## config.mk

```make
export PLATFORM = sky130hd
export DESIGN_NAME = add_rr_arbiter_flat
export DESIGN_NICKNAME = d
export VERILOG_FILES = /design/src/rtl/add_rr_arbiter_if.sv /design/src/rtl/add_rr_arbiter.sv /design/src/flat_wrapper.sv
export SDC_FILE = /design/constraint.sdc
export NUM_CORES = 1
export LEC_CHECK = 0
export CORE_AREA = 2 2 232 234
export CTS_BUF_LIST = sky130_fd_sc_hd__clkbuf_16
export DETAILED_ROUTE_END_ITERATION = 10
export DIE_AREA = 0 0 234 236
export HOLD_SLACK_MARGIN = 0.06
export SLEW_MARGIN = 30
export SYNTH_ARGS = -nofsm -noshare
export SYNTH_HDL_FRONTEND = slang
export SYNTH_SLANG_ARGS = --single-unit
```

## constraint.sdc

```tcl
create_clock -name clk -period 5.1 [get_ports clk]
set_clock_uncertainty 0.05 [all_clocks]
set_input_delay 1.275 -clock clk [delete_from_list [all_inputs] [get_ports clk]]
set_output_delay 1.275 -clock clk [all_outputs]
set_load 0.01 [all_outputs]
```

## src/rtl/add_rr_arbiter_if.sv

```systemverilog
// Request/response bundle between NREQ requesters, the shared-adder arbiter and the response consumer.
interface add_rr_arbiter_if #(
  parameter int NREQ = 4,
  parameter int W    = 64
);
  localparam int IDW = $clog2(NREQ);

  logic [NREQ-1:0]   req_valid;
  logic [NREQ-1:0]   req_ready;
  logic [NREQ*W-1:0] req_a;
  logic [NREQ*W-1:0] req_b;
  logic [NREQ-1:0]   req_cin;
  logic [NREQ-1:0]   req_chain;
  logic [NREQ-1:0]   req_sub;
  logic              rsp_valid;
  logic              rsp_ready;
  logic [IDW-1:0]    rsp_id;
  logic [W-1:0]      rsp_sum;
  logic              rsp_cout;

  modport master (
    output req_valid, req_a, req_b, req_cin, req_chain, req_sub, rsp_ready,
    input  req_ready, rsp_valid, rsp_id, rsp_sum, rsp_cout
  );

  modport slave (
    input  req_valid, req_a, req_b, req_cin, req_chain, req_sub, rsp_ready,
    output req_ready, rsp_valid, rsp_id, rsp_sum, rsp_cout
  );
endinterface

```

## src/rtl/add_rr_arbiter.sv

```systemverilog
// Round-robin arbiter sharing one carry-select adder among NREQ requesters, with per-requester carry chaining.
// Define ADD_ARB_SUB_EN to enable subtraction via req_sub (operand B inverted, carry-in forced to 1).
module add_rr_arbiter #(
  parameter int NREQ = 4,
  parameter int W    = 64
) (
  input logic              clk,
  input logic              rst,
  add_rr_arbiter_if.slave  bus
);
  localparam int IDW  = $clog2(NREQ);
  localparam int LO_W = W / 2;
  localparam int HI_W = W - LO_W;

  typedef enum logic [1:0] {IDLE, EXEC, RESP} state_t;

  state_t            state_q, state_d;
  logic [IDW-1:0]    last_grant_q, last_grant_d;
  logic [IDW-1:0]    id_q, id_d;
  logic [IDW-1:0]    rsp_id_q, rsp_id_d;
  logic [W-1:0]      a_q, a_d, b_q, b_d;
  logic              cin_q, cin_d;
  logic [W-1:0]      rsp_sum_q, rsp_sum_d;
  logic              rsp_cout_q, rsp_cout_d;
  logic [NREQ-1:0]   carry_q, carry_d;

  logic [IDW-1:0]    grant_idx;
  logic [IDW-1:0]    cand;
  logic              grant_found;
  logic [NREQ-1:0]   ready;
  logic [W-1:0]      op_b;
  logic              op_cin;
  logic [W:0]        sum_full;

  // Upper half is precomputed for both carry-ins and picked by the lower half's carry-out.
  function automatic logic [W:0] csel_add(input logic [W-1:0] x, input logic [W-1:0] y,
                                          input logic c);
    logic [LO_W:0] lo;
    logic [HI_W:0] hi0, hi1;
    lo  = {1'b0, x[LO_W-1:0]} + {1'b0, y[LO_W-1:0]} + (LO_W+1)'(c);
    hi0 = {1'b0, x[W-1:LO_W]} + {1'b0, y[W-1:LO_W]};
    hi1 = {1'b0, x[W-1:LO_W]} + {1'b0, y[W-1:LO_W]} + (HI_W+1)'(1);
    return lo[LO_W] ? {hi1, lo[LO_W-1:0]} : {hi0, lo[LO_W-1:0]};
  endfunction

  // Search starts one past the last winner so the most recent winner has lowest priority.
  always_comb begin
    grant_found = 1'b0;
    grant_idx   = '0;
    cand        = '0;
    for (int off = 1; off <= NREQ; off++) begin
      cand = IDW'((int'(last_grant_q) + off) % NREQ);
      if (!grant_found && bus.req_valid[cand]) begin
        grant_found = 1'b1;
        grant_idx   = cand;
      end
    end
  end

  always_comb begin
    ready = '0;
    if (state_q == IDLE && grant_found && !rst) ready[grant_idx] = 1'b1;
  end

  always_comb begin
    op_b   = bus.req_b[grant_idx*W +: W];
    op_cin = bus.req_chain[grant_idx] ? carry_q[grant_idx] : bus.req_cin[grant_idx];
`ifdef ADD_ARB_SUB_EN
    if (bus.req_sub[grant_idx]) begin
      op_b = ~op_b;
      if (!bus.req_chain[grant_idx]) op_cin = 1'b1;
    end
`endif
  end

`ifndef ADD_ARB_SUB_EN
  logic unused_sub;
  assign unused_sub = &{1'b0, bus.req_sub};
`endif

  assign sum_full = csel_add(a_q, b_q, cin_q);

  always_comb begin
    state_d      = state_q;
    last_grant_d = last_grant_q;
    a_d          = a_q;
    b_d          = b_q;
    cin_d        = cin_q;
    id_d         = id_q;
    rsp_sum_d    = rsp_sum_q;
    rsp_cout_d   = rsp_cout_q;
    rsp_id_d     = rsp_id_q;
    carry_d      = carry_q;
    case (state_q)
      IDLE: begin
        if (grant_found) begin
          a_d          = bus.req_a[grant_idx*W +: W];
          b_d          = op_b;
          cin_d        = op_cin;
          id_d         = grant_idx;
          last_grant_d = grant_idx;
          state_d      = EXEC;
        end
      end
      EXEC: begin
        rsp_sum_d     = sum_full[W-1:0];
        rsp_cout_d    = sum_full[W];
        rsp_id_d      = id_q;
        carry_d[id_q] = sum_full[W];
        state_d       = RESP;
      end
      RESP: begin
        if (bus.rsp_ready) state_d = IDLE;
      end
      default: state_d = IDLE;
    endcase
  end

  always_ff @(posedge clk) begin
    if (rst) begin
      state_q      <= IDLE;
      last_grant_q <= IDW'(NREQ - 1);
      carry_q      <= '0;
      rsp_sum_q    <= '0;
      rsp_cout_q   <= 1'b0;
      rsp_id_q     <= '0;
    end else begin
      state_q      <= state_d;
      last_grant_q <= last_grant_d;
      carry_q      <= carry_d;
      rsp_sum_q    <= rsp_sum_d;
      rsp_cout_q   <= rsp_cout_d;
      rsp_id_q     <= rsp_id_d;
    end
  end

  // Operand registers are only meaningful after a grant, so they carry no reset.
  always_ff @(posedge clk) begin
    a_q   <= a_d;
    b_q   <= b_d;
    cin_q <= cin_d;
    id_q  <= id_d;
  end

  assign bus.req_ready = ready;
  assign bus.rsp_valid = (state_q == RESP);
  assign bus.rsp_sum   = rsp_sum_q;
  assign bus.rsp_cout  = rsp_cout_q;
  assign bus.rsp_id    = rsp_id_q;
endmodule
```

## src/flat_wrapper.sv

```systemverilog
// flat-port wrapper written by rule: the top's interface ports become plain ports
module add_rr_arbiter_flat 
#(
  parameter int NREQ = 4,
  parameter int W    = 64
)
  (clk, rst, bus_req_valid, bus_req_a, bus_req_b, bus_req_cin, bus_req_chain, bus_req_sub, bus_rsp_ready, bus_req_ready, bus_rsp_valid, bus_rsp_id, bus_rsp_sum, bus_rsp_cout);
  add_rr_arbiter_if #(.NREQ(NREQ), .W(W)) bus_i ();
  input logic clk;
  input logic rst;
  input wire logic [$bits(bus_i.req_valid)-1:0] bus_req_valid;
  input wire logic [$bits(bus_i.req_a)-1:0] bus_req_a;
  input wire logic [$bits(bus_i.req_b)-1:0] bus_req_b;
  input wire logic [$bits(bus_i.req_cin)-1:0] bus_req_cin;
  input wire logic [$bits(bus_i.req_chain)-1:0] bus_req_chain;
  input wire logic [$bits(bus_i.req_sub)-1:0] bus_req_sub;
  input wire logic [$bits(bus_i.rsp_ready)-1:0] bus_rsp_ready;
  output wire logic [$bits(bus_i.req_ready)-1:0] bus_req_ready;
  output wire logic [$bits(bus_i.rsp_valid)-1:0] bus_rsp_valid;
  output wire logic [$bits(bus_i.rsp_id)-1:0] bus_rsp_id;
  output wire logic [$bits(bus_i.rsp_sum)-1:0] bus_rsp_sum;
  output wire logic [$bits(bus_i.rsp_cout)-1:0] bus_rsp_cout;
  assign bus_i.req_valid = bus_req_valid;
  assign bus_i.req_a = bus_req_a;
  assign bus_i.req_b = bus_req_b;
  assign bus_i.req_cin = bus_req_cin;
  assign bus_i.req_chain = bus_req_chain;
  assign bus_i.req_sub = bus_req_sub;
  assign bus_i.rsp_ready = bus_rsp_ready;
  assign bus_req_ready = bus_i.req_ready;
  assign bus_rsp_valid = bus_i.rsp_valid;
  assign bus_rsp_id = bus_i.rsp_id;
  assign bus_rsp_sum = bus_i.rsp_sum;
  assign bus_rsp_cout = bus_i.rsp_cout;
  add_rr_arbiter #(.NREQ(NREQ), .W(W)) u_core (.clk(clk), .rst(rst), .bus(bus_i));
endmodule
```

=== Word level (Yosys, flattened, before mapping) ===
Index checks and enable logic that the tools add are counted.

* Register bits after elaboration: 206
* Latch bits: 0
* Bits in writable memories: 0
* ROM bits: 0
* Output and inout port bits: 72
* Logic and storage cells: 79
* Memories: 0

* Add/sub/neg operators: 8
* Multiply operators: 0
* Div/mod/pow operators: 0
* $lt $le $gt $ge: 8
* Equality and inequality tests: 4
* Shift-type cells: 2
* Mux-type cells: 33
* Bitwise logic cells: 0
* Reduce and logical (&&, ||, !) cells: 14

{| class="wikitable"
|+ Operator list
! kind !! count
|-
| indexed part select 256 x 9 -> 64 bit || 2
|-
| adder 32 x 32 -> 33 bit || 2
|-
| 2-to-1 mux 65 bit || 1
|-
| adder 33 x 1 -> 33 bit || 1
|-
| adder 33 x 1 -> 33 bit (second input constant) || 1
|-
| < comparator 2 x 3 -> 1 bit (second input constant) || 6
|-
| binary-select mux 1 bit (select 2 bit) || 7
|-
| 2-to-1 mux 1 bit || 14
|-
| 2-to-1 mux 2 bit || 6
|-
| logical AND 1 bit || 7
|-
| case mux 2 bit (3 select lines) || 1
|-
| adder 2 x 1 -> 2 bit (second input constant) || 2
|-
| adder 2 bit (second input constant) || 2
|-
| bitwise mux 4 bit || 1
|-
| demux 1 bit (select 2 bit) || 2
|-
| >= comparator 2 x 1 -> 1 bit (second input constant) || 2
|-
| zero test 1 bit || 4
|-
| 2-to-1 mux 4 bit || 1
|-
| AND reduction 2 bit || 2
|-
| == test 2 x 1 -> 1 bit (second input constant) || 1
|-
| == test 2 bit (second input constant) || 1
|-
| zero test 2 bit || 1
|-
| != test 2 x 1 -> 1 bit (second input constant) || 1
|-
| != test 2 bit (second input constant) || 1
|}

=== Depth between registers and ports, before layout ===
Gate-level depths: netlist of the first run.

* Depth in word-level cells: 18
* Depth in mapped cells: 15
* Mapped depth without buffers: 14

=== Worst setup path before layout of the first run ===
No wires, ideal clock.

* Path type: input port to flip-flop
* From: input bus_req_valid[3]
* To: register u_core.a_q[0] (enable)
* Library setup time: 484 ps
* Arrival: 4,300 ps
* Data required time: 4,566 ps
* Setup slack: 266 ps
* Stages: 4
* Path buffers: 1
* Cell sequence: nor4_1 -> or3_1 -> clkbuf_1 -> inv_1

* Longest elaborated chain between the ends: 13
* Elaborated cells between the ends (all ways): 19

{| class="wikitable"
|+ RTL lines
! what !! RTL line !! RTL
|-
| start: declaration || flat_wrapper.sv:11 || <nowiki>input wire logic [$bits(bus_i.req_valid)-1:0] bus_req_valid;</nowiki>
|-
| binary-select mux 1 bit (select 2 bit) || add_rr_arbiter.sv:53 || <nowiki>if (!grant_found && bus.req_valid[cand]) begin</nowiki>
|-
| 2-to-1 mux 1 bit (not written as such) || add_rr_arbiter.sv:53 ||
|-
| 2-to-1 mux 1 bit || add_rr_arbiter.sv:53 ||
|-
| zero test 1 bit || add_rr_arbiter.sv:53 ||
|-
| logical AND 1 bit || add_rr_arbiter.sv:53 ||
|-
| 2-to-1 mux 1 bit || add_rr_arbiter.sv:53 ||
|-
| zero test 1 bit || add_rr_arbiter.sv:53 ||
|-
| logical AND 1 bit || add_rr_arbiter.sv:53 ||
|-
| 2-to-1 mux 1 bit || add_rr_arbiter.sv:53 ||
|-
| zero test 1 bit || add_rr_arbiter.sv:53 ||
|-
| logical AND 1 bit || add_rr_arbiter.sv:53 ||
|-
| 2-to-1 mux 1 bit * || add_rr_arbiter.sv:53 ||
|-
| AND reduction 2 bit (no source line) * || n/a ||
|-
| end signal: assignment || add_rr_arbiter.sv:139 || <nowiki>a_q <= a_d;</nowiki>
|-
| end: declaration || add_rr_arbiter.sv:21 || <nowiki>logic [W-1:0] a_q, a_d, b_q, b_d;</nowiki>
|}

Mark *: on every way between the ends. The rest lies on a longest branch, timed or not. The select of a mux whose other input is x is not followed.
A chain may end at the register's enable or synchronous reset.

=== Worst setup path after layout of the first run ===
* From: input bus_req_valid[3]
* To: output bus_req_ready[0]

* Longest elaborated chain between the ends: 17
* Elaborated cells between the ends (all ways): 30

{| class="wikitable"
|+ RTL lines
! what !! RTL line !! RTL
|-
| binary-select mux 1 bit (select 2 bit) || add_rr_arbiter.sv:53 ||
|-
| 2-to-1 mux 1 bit (not written as such) || add_rr_arbiter.sv:53 ||
|-
| 2-to-1 mux 1 bit || add_rr_arbiter.sv:53 ||
|-
| zero test 1 bit || add_rr_arbiter.sv:53 ||
|-
| logical AND 1 bit || add_rr_arbiter.sv:53 ||
|-
| 2-to-1 mux 1 bit || add_rr_arbiter.sv:53 ||
|-
| zero test 1 bit || add_rr_arbiter.sv:53 ||
|-
| logical AND 1 bit || add_rr_arbiter.sv:53 ||
|-
| 2-to-1 mux 1 bit || add_rr_arbiter.sv:53 ||
|-
| zero test 1 bit || add_rr_arbiter.sv:53 ||
|-
| logical AND 1 bit || add_rr_arbiter.sv:53 ||
|-
| 2-to-1 mux 2 bit || add_rr_arbiter.sv:53 ||
|-
| < comparator 2 x 3 -> 1 bit (not written as such) / >= comparator 2 x 1 -> 1 bit (equally long branches) || add_rr_arbiter.sv:62 || <nowiki>if (state_q == IDLE && grant_found && !rst) ready[grant_idx] = 1'b1;</nowiki>
|-
| logical AND 1 bit (not written as such) || add_rr_arbiter.sv:62 ||
|-
| 2-to-1 mux 1 bit (not written as such) || add_rr_arbiter.sv:62 ||
|-
| demux 1 bit (select 2 bit) || n/a ||
|-
| 2-to-1 mux 4 bit * || add_rr_arbiter.sv:62 ||
|-
| end: declaration || flat_wrapper.sv:18 || <nowiki>output wire logic [$bits(bus_i.req_ready)-1:0] bus_req_ready;</nowiki>
|}

Marks and branches as above.

==> reports/results.tsv, run 1 <==
metric	value	unit
status	finished, final reports clean	
layout-drive-gt1-share	0.0371	
synthesis.nets	2589	
ant_nets	0	
root_buffer	clkbuf_16	
hpwlAfterDp	59.2	mm
finalCritPeriodShare	0.926	
yosysSeqAreaShare	0.356	
grt_use_total	0.252	
crit_required	3.77	ns
worst_pin_slew	0.910	ns
multi_input_area	9250	sq um
cts.repair.resized	0	
cellPowerDensity	434	nW/um^2
regToRegSetupSlack	0.41	ns
wire_per_inst	22.7	microns
synth_edf_count	131	
layout_common_cells	655 x nand2_1, 597 x clkdlybuf4s50_1, 145 x and3_1, 139 x a31oi_1, 131 x edfxtp_1	
gr-total-overflow	0	
synthSimpleGateAreaFrac	0.307	
hold_ws	0.404	ns
grt_antenna_before_repair	23	
maxSlewHeadroom	0.384	
register_area	5440	sq um
syn_area	15200	sq um
synth_compound_area_frac	0.199	
hold_path.startpoint	u_core.bus.rsp_sum[14]	
setup_viol	0	
cp_max_fo	5	
cp-start-kind	input pin	
pre_cts_slack	0.402	ns
clkLatencyLatePin	0.54	ns
fin_nets	3113	
cts_tree	built	
synth.distinct_cells	84	
reg2reg_from	u_core.cin_q	
ys_seq_elements	206	
place_inst	3183	
post-route-min-period	4.72	ns
start_util	0.287	
grt_setup_unrepaired	false	
syn_to_final_growth	48.7	%
ioPinCount	603	
async_reset_ff_frac	0	
vdd_drop_max	0.212	mV
post_layout_nonfiller_instances	3239	
fp.dieW	234	microns
grt_max_degree	153	
rows	85	
htreeDepth	1	
place_area	21900	sq um
arrival	3.40	ns
synth_top_family_by_area	simple AND/OR/NAND/NOR gates	
setup_tns	0	ns
first_global_vias	16000	
grt_pass1_wl	103	mm
holdBufCountCts	0	
final.setup.worst_slack	0.376	ns
muxShareOfSynthArea	0.00476	
post-route-util	0.427	
maxSlewViolCount	0	
drt_pass1_iterations	5	
viasPerCell	5.28	
synth-xor-area-share	0.0362	
end_kind	output pin	
drcViolationCount	0	
cts.clk_slew.worst_paths	0.06	ns
synth_fa_ha_area_frac	0.0565	
drt-total-wl	73.5	mm
first_iter_violations	1314	
hold_violations	0	
criticalPathCategory	input pin to output pin	
fill_cells	5334	
power	9.84	mW
cts.path.max_buffers	3	
final_common_cell	nand2_1	
clkSinkCount	206	
avgSynthCellArea	7.66	sq um
die_area	55200	sq um
yosys_warnings	0	
design_area	22700	sq um
cts_made_buffers	25	
vias	17100	
timing.fmax	212	MHz
max-cap-violations	0	
core-area	53100	sq um
post-cts-setup-buffers	0	
leakagePower	9.02	nW
io_buffer_count	598	
netlist_instances	1991	
synthFlopType	edfxtp_1	
hold_class	flop to flop	
crit_start	bus_req_valid[3]	
chipHeight	236	microns
gp_congestion	0.945	
==> layer usage <==
| metal | vias up | GRT usage | wire length (microns) |
|---|---|---|---|
| met4 | 18 | 0.0786 | 2510 |
| met1 | 8094 | 0.329 | 31900 |
| li1 | 8207 | - | - |
| met5 | - | 0 | 99 |
| met2 | 677 | 0.405 | 33200 |
| met3 | 117 | 0.0656 | 5770 |
==> path summary, 6_finish.rpt <==
check	depth (start not counted)	end
worst min-delay path	2	u_core.bus.rsp_sum[14]
worst max-delay path	6	bus_req_ready[0]
worst max register to register	15	u_core.bus.rsp_sum[54]
worst min register to register	2	u_core.bus.rsp_sum[14]
==> layout make-up <==
cell class                 instances  share of cell area
inverter                          33             0.00613
tap                              696              0.0384
clock buffer                      25              0.0276
clock inverter                    20             0.00453
timing repair buffer             622               0.274
multi-input combinational       1627               0.408
sequential                       206               0.240
antenna                           10             0.00110
==> registers in the layout, indices dropped and copies added, names as in the netlist <==
register	count
u_core.carry_q	4
u_core.last_grant_q	2
u_core.bus.rsp_sum	64
u_core.bus.rsp_id	2
u_core.state_q	2
u_core.cin_q	1
u_core.id_q	2
u_core.bus.rsp_cout	1
u_core.a_q	64
u_core.b_q	64
==> worst max-delay path, stage by stage <==
cell and delay [ns]:
clkdlybuf4s50_1 0.52, a22o_1 0.28, a221oi_1 0.35, or2_4 0.28, and3_1 0.17, clkdlybuf4s50_1 0.53
==> cells in the mapped netlist, drive strengths merged, types with 29 or more instances <==
cell type / n / area share
and3: 145 / 0.059
nand2: 655 / 0.16
a21o: 29 / 0.014
nor3: 30 / 0.010
xnor2: 37 / 0.021
nor2: 66 / 0.016
a211oi: 32 / 0.016
edfxtp: 131 / 0.26
nand3: 32 / 0.011
a21oi: 98 / 0.033
clkbuf: 114 / 0.028
ha: 64 / 0.053
dfxtp: 75 / 0.098
inv: 33 / 0.0081
o21ai: 52 / 0.017
a31oi: 139 / 0.057
==> cell families (layout without fill, tap and decap cells) <==
family,after synthesis,in the layout
AO/OA/AOI/OAI,455,455
XOR/XNOR,63,63
buffers and inverters,158,700
multiplexers,7,7
other,0,10
adder cells (fa/ha/maj),67,67
flip-flops,206,206
AND/OR/NAND/NOR,1035,1035
==> power by group <==
group / leakage (nW) / switching (mW) / internal, mW / total [mW]
Combinational: 6.74 / 3.43 / 2.26 / 5.68
Sequential: 1.91 / 0.276 / 2.28 / 2.56
Clock: 0.363 / 0.711 / 0.889 / 1.60
(Power assumes the default switching activity.)
==> run 2, diff against run 1 <==
--- a/config.mk
+++ b/config.mk
@@ -10,6 +10,7 @@
 export DETAILED_ROUTE_END_ITERATION = 10
 export DIE_AREA = 0 0 234 236
 export HOLD_SLACK_MARGIN = 0.06
+export PLACE_DENSITY = 0.6
 export SLEW_MARGIN = 30
 export SYNTH_ARGS = -nofsm -noshare
 export SYNTH_HDL_FRONTEND = slang
==> constraint.sdc (replaced) <==
create_clock -name clk -period 4.5 [get_ports clk]
set_clock_uncertainty 0.05 [all_clocks]
set_input_delay 1.125 -clock clk [delete_from_list [all_inputs] [get_ports clk]]
set_output_delay 1.125 -clock clk [all_outputs]
set_load 0.01 [all_outputs]
==> reports/results.tsv, run 2 (synthesized netlist as in run 1, its figures left out) <==
metric	value	unit	change
status	finished, final reports clean		
drt_pass1_iterations	5		unchanged
grt_antenna_before_repair	16		-30%
cpMaxStageDelayCell	clkdlybuf4s50_1		
first_global_vias	16400		+2.3%
grt_pass1_wl	105	mm	+1.2%
clkLatencyLatePin	0.55	ns	about the same
holdBufCountCts	0		unchanged
cpLargestDelayFamily	buffers and inverters		
grt_use_total	0.253		+0.000440
gp_congestion	0.946		about the same
viasPerCell	5.21		-1.3%
ant_nets	0		unchanged
maxSlewHeadroom	0.360		-0.0242
hold_class	flop to flop		
post-route-util	0.436		+0.00842
drt-total-wl	73.6	mm	+0.23%
leakagePower	9.27	nW	+2.8%
fp.dieW	234	microns	unchanged
root_buffer	clkbuf_16		
crit_start	bus_req_valid[2]		
grt_setup_unrepaired	false		
vdd_drop_max	0.302	mV	+43%
regToRegSetupSlack	0.22	ns	-0.19 ns
cts.path.max_buffers	3		unchanged
crit_required	3.32	ns	-0.45 ns
max-cap-violations	0		unchanged
htreeDepth	1		unchanged
io_buffer_count	598		unchanged
p_int	6.41	mW	+18%
wire_per_inst	22.5	microns	-1.0%
p_switching	5.09	mW	+15%
timing.fmax	232	MHz	
core-area	53100	sq um	unchanged
multi_input_area	9320	sq um	+0.72%
rows	85		unchanged
chipHeight	236	microns	unchanged
gr-total-overflow	0		unchanged
first_iter_violations	1408		+7.2%
layout_common_cells	655 x nand2_1, 597 x clkdlybuf4s50_1, 145 x and3_1, 138 x a31oi_1, 131 x edfxtp_1		
post-route-min-period	4.31	ns	
reg2reg_from	u_core.b_q[35]		
finalCritPeriodShare	0.958		
hold_violations	0		unchanged
cts_made_buffers	24		-4.0%
worst_pin_slew	0.946	ns	+0.0359 ns
cellPowerDensity	498	nW/um^2	+15%
p_seq_frac	0.254		-0.006
setup_tns	0	ns	unchanged
start_util	0.287		unchanged
vias	17100		-0.064%
drcViolationCount	0		unchanged
rr_endpoint	u_core.bus.rsp_sum[62]		
maxSlewViolCount	0		unchanged
ioPinCount	603		unchanged
syn_to_final_growth	51.6	%	
sw_frac_of_total	0.443		-0.00585
crit_chain	clkdlybuf4s50_1, nor4_1, or3_1, nor2_1, and3_1, clkdlybuf4s50_1		
clkSinkCount	206		unchanged
endpoint	bus_req_ready[1]		
criticalPathCategory	input pin to output pin		
combPwrFrac	0.583		+0.005
die_area	55200	sq um	unchanged
max_stage_delay	0.59	ns	+0.06 ns
arrival	3.14	ns	-0.26 ns
cp_max_fo	5		unchanged
end_kind	output pin		
pwr-share-clk	0.163		about the same
hpwlAfterDp	59.8	mm	+1.0%
setup_viol	0		unchanged
cp_num_buf_inv	2		unchanged
cts_tree	built		
cp_common_cell	clkdlybuf4s50_1		
cp-start-kind	input pin		
critical_path_depth	6		unchanged
pre_cts_slack	0.0235	ns	-0.378 ns
fin_nets	3156		+1.4%
ff2ff_path_depth	12		-3
register_area	5440	sq um	unchanged
final_common_cell	nand2_1		
grt_max_degree	129		-16%
cts.clk_slew.worst_paths	0.06	ns	about the same
layout-drive-gt1-share	0.0582		+0.0211
final.setup.worst_slack	0.187	ns	-0.189 ns
fill_cells	5339		+0.094%
run 2: tightest hold or removal path, stage by stage, from the launching register on:
cell,delay (ns)
dfxtp_1,0.31
nand2_1,0.05
a21oi_1,0.05
run 2: final cells by class:
| type | count | area share |
|---|---|---|
| diodes | 8 | 0.000866 |
| inverters | 33 | 0.00595 |
| clock inverters | 18 | 0.00449 |
| repair buffers | 666 | 0.285 |
| well taps | 696 | 0.0377 |
| clock buffers | 26 | 0.0282 |
| flip-flops and latches | 206 | 0.235 |
| multi-input cells | 1627 | 0.403 |
run 2: repair_timing:
| item | in CTS | in global routing |
|---|---|---|
| buffers inserted | 0 | 0 |
| endpoints found under the setup margin | 1 | 15 |
| endpoints found under the hold margin | 0 | 0 |
| resized for setup | 1 | 11 |
run 2: routing by layer:
metal  vias up  routed length (microns)  track usage
li1       8278                        -            -
met1      8167                    33300        0.347
met2       593                    34700        0.419
met3        62                     4640       0.0365
met4         2                      998       0.0545
met5         -                       13            0
run 2: stage by stage:
| step | instance area (sq um) | std cells | hold slack, ns | total power, mW |
|---|---|---|---|---|
| 5_1_grt | 23100 | 3278 | 0.419 | 12.2 |
| 3_3_place_gp | 22300 | 3228 | 0.389 | 9.48 |
| 6_report | 23100 | 3280 | 0.399 | 11.5 |
| 4_1_cts | 23000 | 3272 | 0.403 | 11.5 |
| 3_5_place_dp | 22300 | 3228 | 0.396 | 9.54 |
| 2_1_floorplan | 15300 | 1991 | 0.420 | 6.73 |
run 2: power by group through the flow:
stage	registers (mW)	logic, mW	clock network [mW]
5_1_grt	2.95	7.28	2.00
3_5_place_dp	2.95	6.59	0
3_3_place_gp	2.95	6.53	0
6_report	2.92	6.71	1.88
4_1_cts	2.92	6.62	1.93
2_1_floorplan	2.81	3.92	0
run 2: worst min path at each step:
stage                      startpoint                      to  slack [ns]  cells past startpoint
2_1_floorplan       u_core.carry_q[0]       u_core.carry_q[0]        0.42                      2
3_3_place_gp    u_core.bus.rsp_sum[5]   u_core.bus.rsp_sum[5]        0.39                      2
3_5_place_dp   u_core.bus.rsp_sum[17]  u_core.bus.rsp_sum[17]        0.40                      2
4_1_cts        u_core.bus.rsp_sum[43]  u_core.bus.rsp_sum[43]        0.40                      2
5_1_grt        u_core.bus.rsp_sum[14]  u_core.bus.rsp_sum[14]        0.42                      2
6_report       u_core.bus.rsp_sum[43]  u_core.bus.rsp_sum[43]        0.40                      2
